## src/rtl/seg_pkg.sv

```systemverilog
// Shared types and constants for the seven-segment display controller.
package seg_pkg;

  typedef enum logic [1:0] {
    ST_IDLE   = 2'd0,
    ST_SHIFT  = 2'd1,
    ST_COMMIT = 2'd2
  } state_t;

  localparam int unsigned N_DIGITS = 8;
  localparam int unsigned DD_STEPS = 32;

  localparam logic [7:0]  SEG_BLANK = 8'h00;
  localparam logic [7:0]  SEG_DASH  = 8'h40;
  localparam logic [31:0] DEC_MAX   = 32'd99_999_999;

  // Glyphs for nibble values 0..F (index 0 is the rightmost entry); dp is always 0.
  localparam logic [15:0][7:0] SEG_GLYPHS = {
    8'h71, 8'h79, 8'h5E, 8'h39, 8'h7C, 8'h77, 8'h6F, 8'h7F,
    8'h07, 8'h7D, 8'h6D, 8'h66, 8'h4F, 8'h5B, 8'h06, 8'h3F
  };

  // Add-3 correction on every BCD nibble >= 5, applied ahead of each shift.
  function automatic logic [31:0] bcd_adjust(input logic [31:0] bcd);
    logic [31:0] r;
    r = bcd;
    for (int i = 0; i < 8; i++) begin
      if (r[4*i +: 4] >= 4'd5) r[4*i +: 4] = r[4*i +: 4] + 4'd3;
    end
    return r;
  endfunction

endpackage

```

## src/rtl/seg_hex_decoder.sv

```systemverilog
// Nibble to seven-segment glyph lookup.
module seg_hex_decoder
  import seg_pkg::*;
(
  input  logic [3:0] i_nibble,
  output logic [7:0] o_glyph_c
);

  assign o_glyph_c = SEG_GLYPHS[i_nibble];

endmodule

```

## src/rtl/seg_disp_ctrl.sv

```systemverilog
// 8-digit multiplexed seven-segment controller with hex or decimal (double-dabble) loading.
module seg_disp_ctrl
  import seg_pkg::*;
#(
  parameter int unsigned SCAN_DIV = 100000
) (
  input  logic        sys_clk_in,
  input  logic        sys_rst_n,
  input  logic [31:0] value_i,
  input  logic        value_valid_i,
  input  logic        mode_hex_i,
  output logic        busy_o,
  output logic [7:0]  seg_cs_pin,
  output logic [7:0]  seg_data_0_pin,
  output logic [7:0]  seg_data_1_pin
);

  localparam int unsigned CNT_W = (SCAN_DIV > 1) ? $clog2(SCAN_DIV) : 1;

  state_t             r_state;
  state_t             w_state_nxt;
  logic [31:0]        r_bin;
  logic [31:0]        r_bcd;
  logic               r_hex;
  logic               r_ovf;
  logic [4:0]         r_step;
  logic               r_busy;
  logic [7:0][7:0]    r_disp;
  logic [CNT_W-1:0]   r_scan_cnt;
  logic [2:0]         r_idx;
  logic [7:0]         r_cs;
  logic [7:0]         r_data0;
  logic [7:0]         r_data1;

  logic               w_load;
  logic               w_ovf;
  logic [31:0]        w_nib_src;
  logic [7:0][7:0]    w_dec_glyph;
  logic [7:0][7:0]    w_glyph_sel;
  logic [7:0]         w_keep;

  assign w_load = (r_state == ST_IDLE) && value_valid_i;
  assign w_ovf  = !mode_hex_i && (value_i > DEC_MAX);

  always_ff @(posedge sys_clk_in or negedge sys_rst_n) begin
    if (!sys_rst_n) r_state <= ST_IDLE;
    else            r_state <= w_state_nxt;
  end

  always_comb begin
    w_state_nxt = r_state;
    unique case (r_state)
      ST_IDLE: begin
        if (w_load) w_state_nxt = (mode_hex_i || w_ovf) ? ST_COMMIT : ST_SHIFT;
      end
      ST_SHIFT: begin
        if (r_step == 5'(DD_STEPS - 1)) w_state_nxt = ST_COMMIT;
      end
      ST_COMMIT: w_state_nxt = ST_IDLE;
      default:   w_state_nxt = ST_IDLE;
    endcase
  end

  // Conversion datapath; the display register only changes on the commit edge.
  always_ff @(posedge sys_clk_in or negedge sys_rst_n) begin
    if (!sys_rst_n) begin
      r_bin  <= '0;
      r_bcd  <= '0;
      r_hex  <= 1'b0;
      r_ovf  <= 1'b0;
      r_step <= '0;
      r_busy <= 1'b0;
      r_disp <= '0;
    end else begin
      r_busy <= (w_state_nxt != ST_IDLE);
      unique case (r_state)
        ST_IDLE: begin
          if (w_load) begin
            r_bin  <= value_i;
            r_bcd  <= '0;
            r_hex  <= mode_hex_i;
            r_ovf  <= w_ovf;
            r_step <= '0;
          end
        end
        ST_SHIFT: begin
          {r_bcd, r_bin} <= {bcd_adjust(r_bcd), r_bin} << 1;
          r_step         <= r_step + 5'd1;
        end
        ST_COMMIT: r_disp <= w_glyph_sel;
        default: ;
      endcase
    end
  end

  assign w_nib_src = r_hex ? r_bin : r_bcd;

  for (genvar g = 0; g < N_DIGITS; g++) begin : g_dec
    seg_hex_decoder u_dec (
      .i_nibble  (w_nib_src[4*g +: 4]),
      .o_glyph_c (w_dec_glyph[g])
    );
  end

  // A decimal digit is shown if it or any more significant digit is nonzero; digit 0 always shows.
  always_comb begin : p_blank
    logic v_any;
    v_any  = 1'b0;
    w_keep = '0;
    for (int i = N_DIGITS - 1; i >= 0; i--) begin
      v_any     = v_any | (|r_bcd[4*i +: 4]);
      w_keep[i] = v_any || (i == 0);
    end
  end

  always_comb begin
    w_glyph_sel = '0;
    for (int i = 0; i < N_DIGITS; i++) begin
      if (r_ovf)                   w_glyph_sel[i] = SEG_DASH;
      else if (r_hex || w_keep[i]) w_glyph_sel[i] = w_dec_glyph[i];
      else                         w_glyph_sel[i] = SEG_BLANK;
    end
  end

  // Free-running scan; outputs follow the registered digit index.
  always_ff @(posedge sys_clk_in or negedge sys_rst_n) begin
    if (!sys_rst_n) begin
      r_scan_cnt <= '0;
      r_idx      <= '0;
      r_cs       <= 8'h01;
      r_data0    <= SEG_BLANK;
      r_data1    <= SEG_BLANK;
    end else begin
      if (r_scan_cnt == CNT_W'(SCAN_DIV - 1)) begin
        r_scan_cnt <= '0;
        r_idx      <= r_idx + 3'd1;
      end else begin
        r_scan_cnt <= r_scan_cnt + CNT_W'(1);
      end
      r_cs    <= 8'b1 << r_idx;
      r_data0 <= r_idx[2] ? SEG_BLANK : r_disp[r_idx];
      r_data1 <= r_idx[2] ? r_disp[r_idx] : SEG_BLANK;
    end
  end

  assign busy_o         = r_busy;
  assign seg_cs_pin     = r_cs;
  assign seg_data_0_pin = r_data0;
  assign seg_data_1_pin = r_data1;

endmodule

```

## config.mk

```make
export PLATFORM = sky130hd
export DESIGN_NAME = seg_disp_ctrl
export DESIGN_NICKNAME = d
export VERILOG_FILES = /design/src/rtl/seg_pkg.sv /design/src/rtl/seg_hex_decoder.sv /design/src/rtl/seg_disp_ctrl.sv
export SDC_FILE = /design/constraint.sdc
export NUM_CORES = 1
export LEC_CHECK = 0
export BUFFER_PORTS_ARGS = -buffer_cell sky130_fd_sc_hd__clkbuf_2
export CELL_PAD_IN_SITES_DETAIL_PLACEMENT = 1
export CELL_PAD_IN_SITES_GLOBAL_PLACEMENT = 1
export CORE_ASPECT_RATIO = 0.9
export CORE_MARGIN = 2
export CORE_UTILIZATION = 30
export DETAILED_ROUTE_END_ITERATION = 8
export HOLD_SLACK_MARGIN = 0.05
export PLACE_DENSITY_LB_ADDON = 0.1
export SYNTH_ARGS = -nofsm -noshare
export SYNTH_HDL_FRONTEND = slang
export SYNTH_SLANG_ARGS = --single-unit
```

## constraint.sdc

```tcl
create_clock -name sys_clk_in -period 5.03 [get_ports sys_clk_in]
set_clock_uncertainty 0.2 [all_clocks]
set_input_delay 0.503 -clock sys_clk_in [delete_from_list [all_inputs] [get_ports sys_clk_in]]
set_output_delay 0.503 -clock sys_clk_in [all_outputs]
set_load 0.01 [all_outputs]
```

* Word-level counts from Yosys, hierarchy flattened
Memory sizes are Yosys's and may differ from the RTL's.
Index checks and enable logic that the tools add are counted.
** Cells by class
- Add/subtract/negate cells :: 11
- Magnitude comparators :: 18
- Eq/ne operators :: 5
- Shift-type cells :: 1
- Muxes and demuxes :: 47
- Bitwise gates (word level) :: 6
- Reduce and logical (&&, ||, !) cells :: 23
** Operator list (count)
- 8-bit 2-to-1 mux :: 26
- 32-bit case mux with 2 select lines :: 2
- 32-bit 2-to-1 mux :: 3
- 4-bit by 5-bit < comparator with 1-bit output, second input constant :: 8
- 4-bit by 3-bit >= comparator with 1-bit output, second input constant :: 8
- 32-bit by 27-bit greater-than comparator with 1-bit output, second input constant :: 1
- 4-bit by 2-bit adder with 4-bit output, second input constant :: 7
- 4-bit 2-to-1 mux :: 7
- 4-bit OR reduction :: 7
- 8-bit binary-select mux with 3-bit select :: 1
- 17-bit by 1-bit adder with 17-bit output, second input constant :: 1
- 17-bit equality test, second input constant :: 1
- 17-bit 2-to-1 mux :: 1
- 5-bit case mux with 2 select lines :: 1
- 1-bit logical OR :: 8
- 1-bit by 3-bit left shift with 8-bit output, first input constant :: 1
- 2-bit 2-to-1 mux :: 3
- 1-bit bitwise OR :: 6
- 5-bit by 1-bit adder with 5-bit output, second input constant :: 1
- 5-bit equality test, second input constant :: 1
- 5-bit 2-to-1 mux :: 1
- 3-bit by 4-bit < comparator with 1-bit output, second input constant :: 1
- 2-bit case mux with 2 select lines :: 1
- 2-bit AND reduction :: 2
- 10 further kinds :: 12
** Storage, ports and cells
- Bits in registers :: 182
- ROM bits :: 1024
- Input bits :: 36
- Output and inout bits :: 25
- Word-level logic and storage cells :: 139
- Memories :: 8
** Memories
- (name not given) :: words 16, width 8, read ports 1, clocked after Yosys merged registers in 0, wr ports 0, line seg_hex_decoder.sv:9 : assign o_glyph_c = SEG_GLYPHS[i_nibble];
- (name not given) :: words 16, width 8, read ports 1, clocked after Yosys merged registers in 0, wr ports 0, line seg_hex_decoder.sv:9
- (name not given) :: words 16, width 8, read ports 1, clocked after Yosys merged registers in 0, wr ports 0, line seg_hex_decoder.sv:9
- (name not given) :: words 16, width 8, read ports 1, clocked after Yosys merged registers in 0, wr ports 0, line seg_hex_decoder.sv:9
- (name not given) :: words 16, width 8, read ports 1, clocked after Yosys merged registers in 0, wr ports 0, line seg_hex_decoder.sv:9
- (name not given) :: words 16, width 8, read ports 1, clocked after Yosys merged registers in 0, wr ports 0, line seg_hex_decoder.sv:9
- 2 more memories

* Depth between registers and ports, before layout
Gate-level depths: netlist (run 1).
- Depth after elaboration :: 10
- Depth in mapped cells :: 11
- Depth with buffers taken out :: 8

* Modules after synthesis
A second synthesis (run 1) with hierarchy kept.
** Second synthesis, totals
- Cells, all modules :: 1081
- Area total of the unflattened synthesis :: 11008.1 um^2
** By module, submodules not included
- seg_disp_ctrl :: instances 1, cells each 801, area an instance 8615.8 um^2, seq. area each 4555.6 um^2
- seg_hex_decoder at g_dec[1].u_dec ... :: instances 5, cells each 35, area an instance 299.0 um^2, seq. area each 0.0 um^2
- seg_hex_decoder at g_dec[0].u_dec ... :: instances 2, cells each 35, area an instance 301.5 um^2, seq. area each 0.0 um^2
- seg_hex_decoder at g_dec[3].u_dec :: instances 1, cells each 35, area an instance 294.0 um^2, seq. area each 0.0 um^2

* Worst setup path after synthesis (run 1)
OpenSTA, ideal clock, no wires.
- Path type :: register -> register
- Start point :: register r_hex
- End point :: register r_disp[54] in the netlist's numbering
- Setup time :: 0.065 ns
- Arrival time :: 2.343 ns
- Data required time :: 4.765 ns
- Slack :: 2.422 ns
- Cell stages (with the launch flop) :: 12
- Path buffers :: 4
- Clock period less this slack :: 2.608 ns
- Cell sequence :: dfrtp_1 > buf_6 > buf_6 > buf_4 > buf_2 > mux2i_1 > inv_1 > ha_1 > a211oi_1 > a21oi_1 > a221oi_1 > o22a_1
** On the way
- Longest elaborated chain between the ends :: 5
- Elaborated cells between the ends (all ways) :: 6
- Those cells by class :: mux (4); reduce/logical (1); memory (1)
** Ends and longest elaborated chain
- start: declaration :: line seg_disp_ctrl.sv:24 : logic r_hex;
- start signal: assignment :: line seg_disp_ctrl.sv:81 : r_hex <= mode_hex_i;
- 32-bit 2-to-1 mux :: line seg_disp_ctrl.sv:96 : assign w_nib_src = r_hex ? r_bin : r_bcd;
- memory 16 x 8 bit
- 8-bit 2-to-1 mux (implied by the code) :: line seg_hex_decoder.sv:9
- 8-bit 2-to-1 mux * :: line seg_disp_ctrl.sv:120 : else if (r_hex || w_keep[i]) w_glyph_sel[i] = w_dec_glyph[i];
- 8-bit 2-to-1 mux * :: line seg_disp_ctrl.sv:119 : if (r_ovf) w_glyph_sel[i] = SEG_DASH;
- end signal: assignment :: line seg_disp_ctrl.sv:90 : ST_COMMIT: r_disp <= w_glyph_sel;
- end: declaration :: line seg_disp_ctrl.sv:28 : logic [7:0][7:0] r_disp;
Mark *: on every way between the ends. The rest lies on a longest branch, timed or not. The select of a mux whose other input is x is not followed.
A chain may end at the register's enable or synchronous reset.

* Worst setup path after layout (run 1)
Same ends and word-level chain as after synthesis.

==> impl_metrics.tcl, run 1 <==
set metrics [dict create \
    drc 0 \
    port_buffers 58 \
    dpl_cell_area_mm2 0.01096 \
    crit_path_end_kind "flop" \
    clk_latency_ps 440 \
    initial_core_util 0.3024 \
    synth_edf_count 0 \
    path_max_fanout 26 \
    ys_types 61 \
    maxCapViolCount 0 \
    cts_max_level 4 \
    synthArstFlopShare 1.000 \
    drtPass1Iterations 5 \
    cellLeakagePower_nw 5.288 \
    yosys_register_bits 172 \
    fmax_mhz 287.7 \
    num_rows 64 \
    hpwl_mm 21.29 \
    drv_slew 0 \
    clk_pin_slew_ps 70 \
    post_cts_buffers 0 \
    nets 1212 \
    clk_path_buf_depth 2 \
    core_area_mm2 0.03379 \
    synth_top_area_frac 0.4188 \
    pin_count 61 \
    reg2reg_depth 8 \
    dieArea_mm2 0.03555 \
    finalSetupViolations 0 \
    cts_tree "yes" \
    viasPerCell 4.943 \
    grt_pass1_vias 8061 \
    synth.avg_cell_area_um2 9.639 \
    grt_antenna_before_repair 0 \
    wirelength_mm 29.34 \
    status "complete, no violations" \
    layout_setup_ws_ps 1554 \
    synth_area_leaders "dfrtp_1 42%, ha_1 9.8%, nand2_1 5.1%, mux2i_1 4.2%, mux4_2 4.2%" \
    vias 7765 \
    final_util 0.3435 \
    layout-drive-gt1-share 0.1307 \
    fin_tns_setup_ps 0 \
    wl_per_cell_um 18.67 \
    cellPowerDensity_mw_per_mm2 343.5 \
    drtIter0Drc 298 \
    clockRootBuffer "clkbuf_16" \
    grt_usage 0.1749 \
    rsz0062_at_grt "no" \
    busiest_layer "met1" \
    die_x_um 198.5 \
    grt_max_degree 86 \
    worst_ep_arrival_time_ps 3650 \
    p_total_w 0.003987 \
    path_class "flop to flop" \
    syn-cell-area_mm2 0.01022 \
    gp_congestion 0.7552 \
    grtUsageMet1 0.2679 \
    fin_crit_ps 3476 \
    cts_buffers 17 \
    cts_sinks 172 \
    num_antenna_cells 0 \
    die_y_um 179.1 \
    irDropWorstVdd_uv 214.6 \
    finalHoldViolations 0 \
    post-place-ws_ps 1575 \
    critPathLaunchType "flop" \
    seq_area_frac_synth 0.4214 \
    cpPeakStageDelay_ps 810 \
    gr-usage-met2 0.2595 \
    met3_usage 0.02577 \
    yosys.area.top_type "dfrtp_1" \
    holdPathStages 3 \
    required_ps 5210 \
    cp_cell_sequence "buf_4 -> mux2i_1 -> inv_1 -> ha_1 -> a211oi_1 -> a21oi_1 -> a221oi_1 -> o22a_1" \
    ant_nets 0 \
    synth_ff_type "dfrtp_1" \
    max_slew.worst_pin.slew_ps 1178 \
    grt_pass1_wl_mm 47.75 \
    slowest_stage "dfrtp_2" \
    hp-class "input port to flop" \
    grt_overflow 0 \
    syn_to_final_growth_pct 13.59 \
    final_area_mm2 0.01161 \
    yosys_warnings 0 \
    synthCells 1060 \
    fin_crit_sh 0.6910 \
    slew_headroom 0.1922 \
]
## kinds of logic (layout without fill, tap and decap cells)
logic type,count (synthesis),in the layout,share of synthesized area
compound gates,259,259,0.1598
xor+xnor,28,28,0.02400
fa+ha+maj,80,80,0.09797
buf+inv,102,150,0.04164
flops,172,172,0.4214
mux,69,69,0.09172
other cells,1,2,0.0003670
simple gates,349,349,0.1631
## per-stage QoR
stage,hold slack (ps),std cells
finish,71.16,1571
global route,93.11,1571
CTS,54.38,1571
detailed placement,269.0,1538
global placement,260.6,1538
floorplan,7.409,1061
## routing by layer
metal	vias up	routed length, µm	share of wire
met3	9	575	0.020
met2	63	12460	0.42
met4	0	168	0.0057
met1	3873	16130	0.55
li1	3820	-	-
met5	-	0	0
## final cells by class
type                            instances  area, µm²
Fill cell                            3876      22190
Sequential cell                       172       4307
Tap cell                              462      578.1
Clock inverter                         13      186.4
Inverter                               44      165.2
Clock buffer                           19      452.9
Timing Repair Buffer                   74      419.2
Multi-Input combinational cell        787       5498
## flip-flops by register name, summed over array words and instances (netlist names)
signal	cells
r_ovf	1
r_step	5
seg_cs_pin	8
r_bcd	32
busy_o	1
r_bin	32
r_state	2
seg_data_1_pin	7
r_idx	3
r_hex	1
seg_data_0_pin	7
r_scan_cnt	17
r_disp	56
## synthesized netlist by cell type, drive strengths merged, types with 2 or more instances
cell      n
a211oi    9
a21oi    53
a221oi    4
a22o      4
a22oi    21
a31oi     2
a32o     10
and2     23
and3      4
and4      2
buf      20
clkbuf   38
dfrtp   171
ha       80
inv      43
mux2      7
mux2i    43
mux4     19
nand2   140
nand2b   20
nand3    33
nand3b    3
nand4     8
nand4b    2
nor2     76
nor2b    12
nor3      7
nor3b     8
nor4      3
o211ai    5
o21a      3
o21ai    87
o221ai    4
o22ai    20
o31ai    20
o32ai     9
or2       3
or3       3
xnor2    20
xor2      8
## what timing repair did
item	4_1_cts	5_1_grt
hold buffers	1	0
endpoints found under the hold margin	81	0
endpoints found under the setup margin	0	0
resized for setup	0	0
## layout by cell type (no fill, tap or decap), types with 9 or more instances in the layout
master / Yosys / layout
ha_1: 80 / 80
clkbuf_16: 0 / 17
nand2b_1: 20 / 18
clkbuf_2: 0 / 57
mux4_2: 19 / 19
and2_1: 23 / 23
o31ai_1: 20 / 20
xnor2_1: 20 / 20
dfrtp_1: 171 / 170
a21oi_1: 53 / 53
a22oi_1: 21 / 21
nor2b_1: 12 / 11
inv_1: 43 / 43
o22ai_1: 20 / 20
a211oi_1: 9 / 9
nor2_1: 75 / 75
nand3_1: 33 / 33
nand2_1: 139 / 139
o21ai_0: 81 / 81
a32o_1: 10 / 10
o32ai_1: 9 / 9
buf_4: 3 / 15
mux2i_1: 43 / 43
## path summary, 6_finish.rpt
check,from,to,slack (ps)
min in group asynchronous,sys_rst_n,seg_data_0_pin[1],500
max in group asynchronous,sys_rst_n,r_bin[27],3110
setup reg to reg,r_hex,r_disp[54],1550
hold reg to reg,r_disp[28],r_disp[28],280
hold / removal,value_i[0],r_bin[0],70
setup / recovery,r_hex,r_disp[54],1550
## critical path, delay by kind of cell, from the launching register on
| kind | cells | cell delay (ps) |
|---|---|---|
| muxes | 1 | 670 |
| DFF | 1 | 810 |
| buffers and inverters | 2 | 630 |
| adders and majority gates | 1 | 310 |
| AOI/OAI and AO/OA | 4 | 790 |
## power by group
group | switching, W | internal [W] | leakage [nW]
Combinational | 0.000479 | 0.000334 | 2.74
Clock | 0.000598 | 0.000863 | 0.314
Sequential | 0.000160 | 0.00155 | 2.23
No activity file was read; power rests on OpenSTA's default activity.
==> inputs of run 2 (changes only) <==
- clock period: 5.03 -> 2.96 ns (I/O delays scaled with it)
==> run 2 against run 1 <==
Compared with the run above:
- via count up 4.4%
- critical path depth down 2
- sequential share of layout area down 1.8 points
- die area unchanged
- non-clock buffer count up 69
- core utilization up 1.7 points
- clock power up 61%
- wire length up 1.5%
- clock-buffer cell count down 2
- register-to-register slack worse by 1100 ps
- combinational power up 87%
- final cell count up 4.4%
- largest cell class unchanged
- highest routed layer unchanged
==> impl_metrics.tcl, run 2 (synthesized netlist as in run 1, its figures left out) <==
set metrics [dict create \
    vias 8109 \
    fin_tns_setup_ps 0 \
    num_rows 64 \
    drtIter0Drc 384 \
    initial_core_util 0.3024 \
    layout_common_cells "170 x dfrtp_1, 139 x nand2_1, 81 x o21ai_0" \
    cts_buffers 17 \
    dieArea_mm2 0.03555 \
    num_antenna_cells 0 \
    final_util 0.3609 \
    largest_register_ffs 56 \
    cpPeakStageDelay_ps 630 \
    layout-drive-gt1-share 0.1537 \
    status "complete, no violations" \
    p_total_w 0.006762 \
    cts_tree "yes" \
    top_register "r_disp" \
    grt_usage 0.1771 \
    grt_antenna_before_repair 0 \
    p_sw_frac 0.3220 \
    maxCapViolCount 0 \
    wl_per_cell_um 18.15 \
    drv_slew 0 \
    worst_ep_arrival_time_ps 2700 \
    clk_path_buf_depth 2 \
    grt_pass1_vias 8294 \
    fin_crit_sh 0.8539 \
    drtPass1Iterations 4 \
    pin_count 61 \
    p_int_w 0.004584 \
    seq_power_share 0.428 \
    path_max_fanout 14 \
    nets 1281 \
    core_area_mm2 0.03379 \
    wirelength_mm 29.77 \
    max_slew.worst_pin.slew_ps 908.7 \
    clockRootBuffer "clkbuf_16" \
    drc 0 \
    hpwl_mm 21.65 \
    p_comb_frac 0.224 \
    viasPerCell 4.945 \
    rsz0062_at_grt "no" \
    r2r_slack_ps 430 \
    fmax_mhz 395.7 \
    finalHoldViolations 0 \
    slew_headroom 0.3927 \
    grt_overflow 0 \
    required_ps 3130 \
    reg2reg_depth 6 \
    crit_path_end_kind "flop" \
    cts_sinks 172 \
    final_common_cell "dfrtp_1" \
    fillers 3889 \
    ant_nets 0 \
    power.share.clock 0.348 \
    irDropWorstVdd_uv 361.0 \
    syn_to_final_growth_pct 19.36 \
    cellLeakagePower_nw 5.582 \
    die_y_um 179.1 \
    crit_start "r_hex" \
    r2r_end "r_disp[14]" \
    cts_max_level 4 \
    fin_crit_ps 2527 \
    port_buffers 58 \
    clk_latency_ps 440 \
    biggestRegsByFlops "r_disp (56), r_bcd (32), r_bin (32)" \
    gp_congestion 0.7903 \
    path_class "flop to flop" \
    die_x_um 198.5 \
    clk_pin_slew_ps 70 \
    critPathLaunchType "flop" \
    grt_pass1_wl_mm 48.30 \
    slowest_stage "dfrtp_2" \
    cellPowerDensity_mw_per_mm2 554.5 \
    finalSetupViolations 0 \
    switchingPower_w 0.002177 \
    hp-class "input port to asynchronous set/reset pin" \
    cp_cell_sequence "mux2i_1 -> inv_1 -> ha_1 -> mux2_2 -> a221oi_1 -> a221o_1" \
    r2r_start "r_hex" \
    grt_max_degree 62 \
]
run 2: final cells by class:
| class | count | area (µm²) | share of cell area |
|---|---|---|---|
| multi-input cells | 787 | 5498 | 0.4508 |
| flip-flops and latches | 172 | 4307 | 0.3531 |
| repair buffers | 143 | 1045 | 0.08567 |
| well taps | 462 | 578.1 | 0.04740 |
| clock buffers | 17 | 425.4 | 0.03488 |
| clock inverters | 15 | 177.7 | 0.01457 |
| inverters | 44 | 165.2 | 0.01354 |
run 2: power by group through the flow:
stage	combinational, W	sequential [W]	clock (W)
after detailed placement	0.00150	0.00295	0
after global placement	0.00147	0.00294	0
final	0.00152	0.00289	0.00235
after floorplan	0.000993	0.00282	0
after global routing	0.00172	0.00294	0.00254
after CTS	0.00154	0.00290	0.00244
run 2: per-stage QoR:
step / hold WS [ps] / instances / setup WS (ps) / instance area, µm²
floorplan: -199.6 / 1061 / 352.2 / 10220
global placement: 132.4 / 1574 / 507.3 / 11250
detailed placement: 131.7 / 1574 / 413.8 / 11250
CTS: 225.9 / 1640 / 418.5 / 12200
global route: 252.2 / 1640 / 227.8 / 12200
finish: 206.4 / 1640 / 432.5 / 12200
run 2: per-layer routing:
layer | up-vias | global-route usage | share of wire
met3 | 11 | 0.02709 | 0.026
li1 | 3958 | - | -
met5 | - | 0 | 0
met4 | 0 | 0.03856 | 0.0072
met2 | 93 | 0.2678 | 0.44
met1 | 4047 | 0.2655 | 0.53
run 2: worst max-delay path by stage:
stage | end | slack [ps] | cells past startpoint
2_1_floorplan | r_disp[54] | 350 | 11
3_3_place_gp | r_disp[27] | 510 | 5
3_5_place_dp | r_disp[54] | 410 | 8
4_1_cts | r_disp[54] | 420 | 8
5_1_grt | r_disp[54] | 230 | 8
6_report | r_disp[14] | 430 | 6
run 2: repair_timing:
action | in CTS | in global routing
hold buffers | 34 | 0
setup endpoints to repair | 0 | 0
hold endpoints to repair | 94 | 0
buffers inserted | 0 | 0
resized for setup | 0 | 0
run 2: critical path: cells and delay by family, from the launching register on:
| kind | cells | cell delay (ps) |
|---|---|---|
| flops | 1 | 630 |
| fa+ha+maj | 1 | 270 |
| compound gates | 2 | 440 |
| buf+inv | 1 | 130 |
| mux | 2 | 790 |
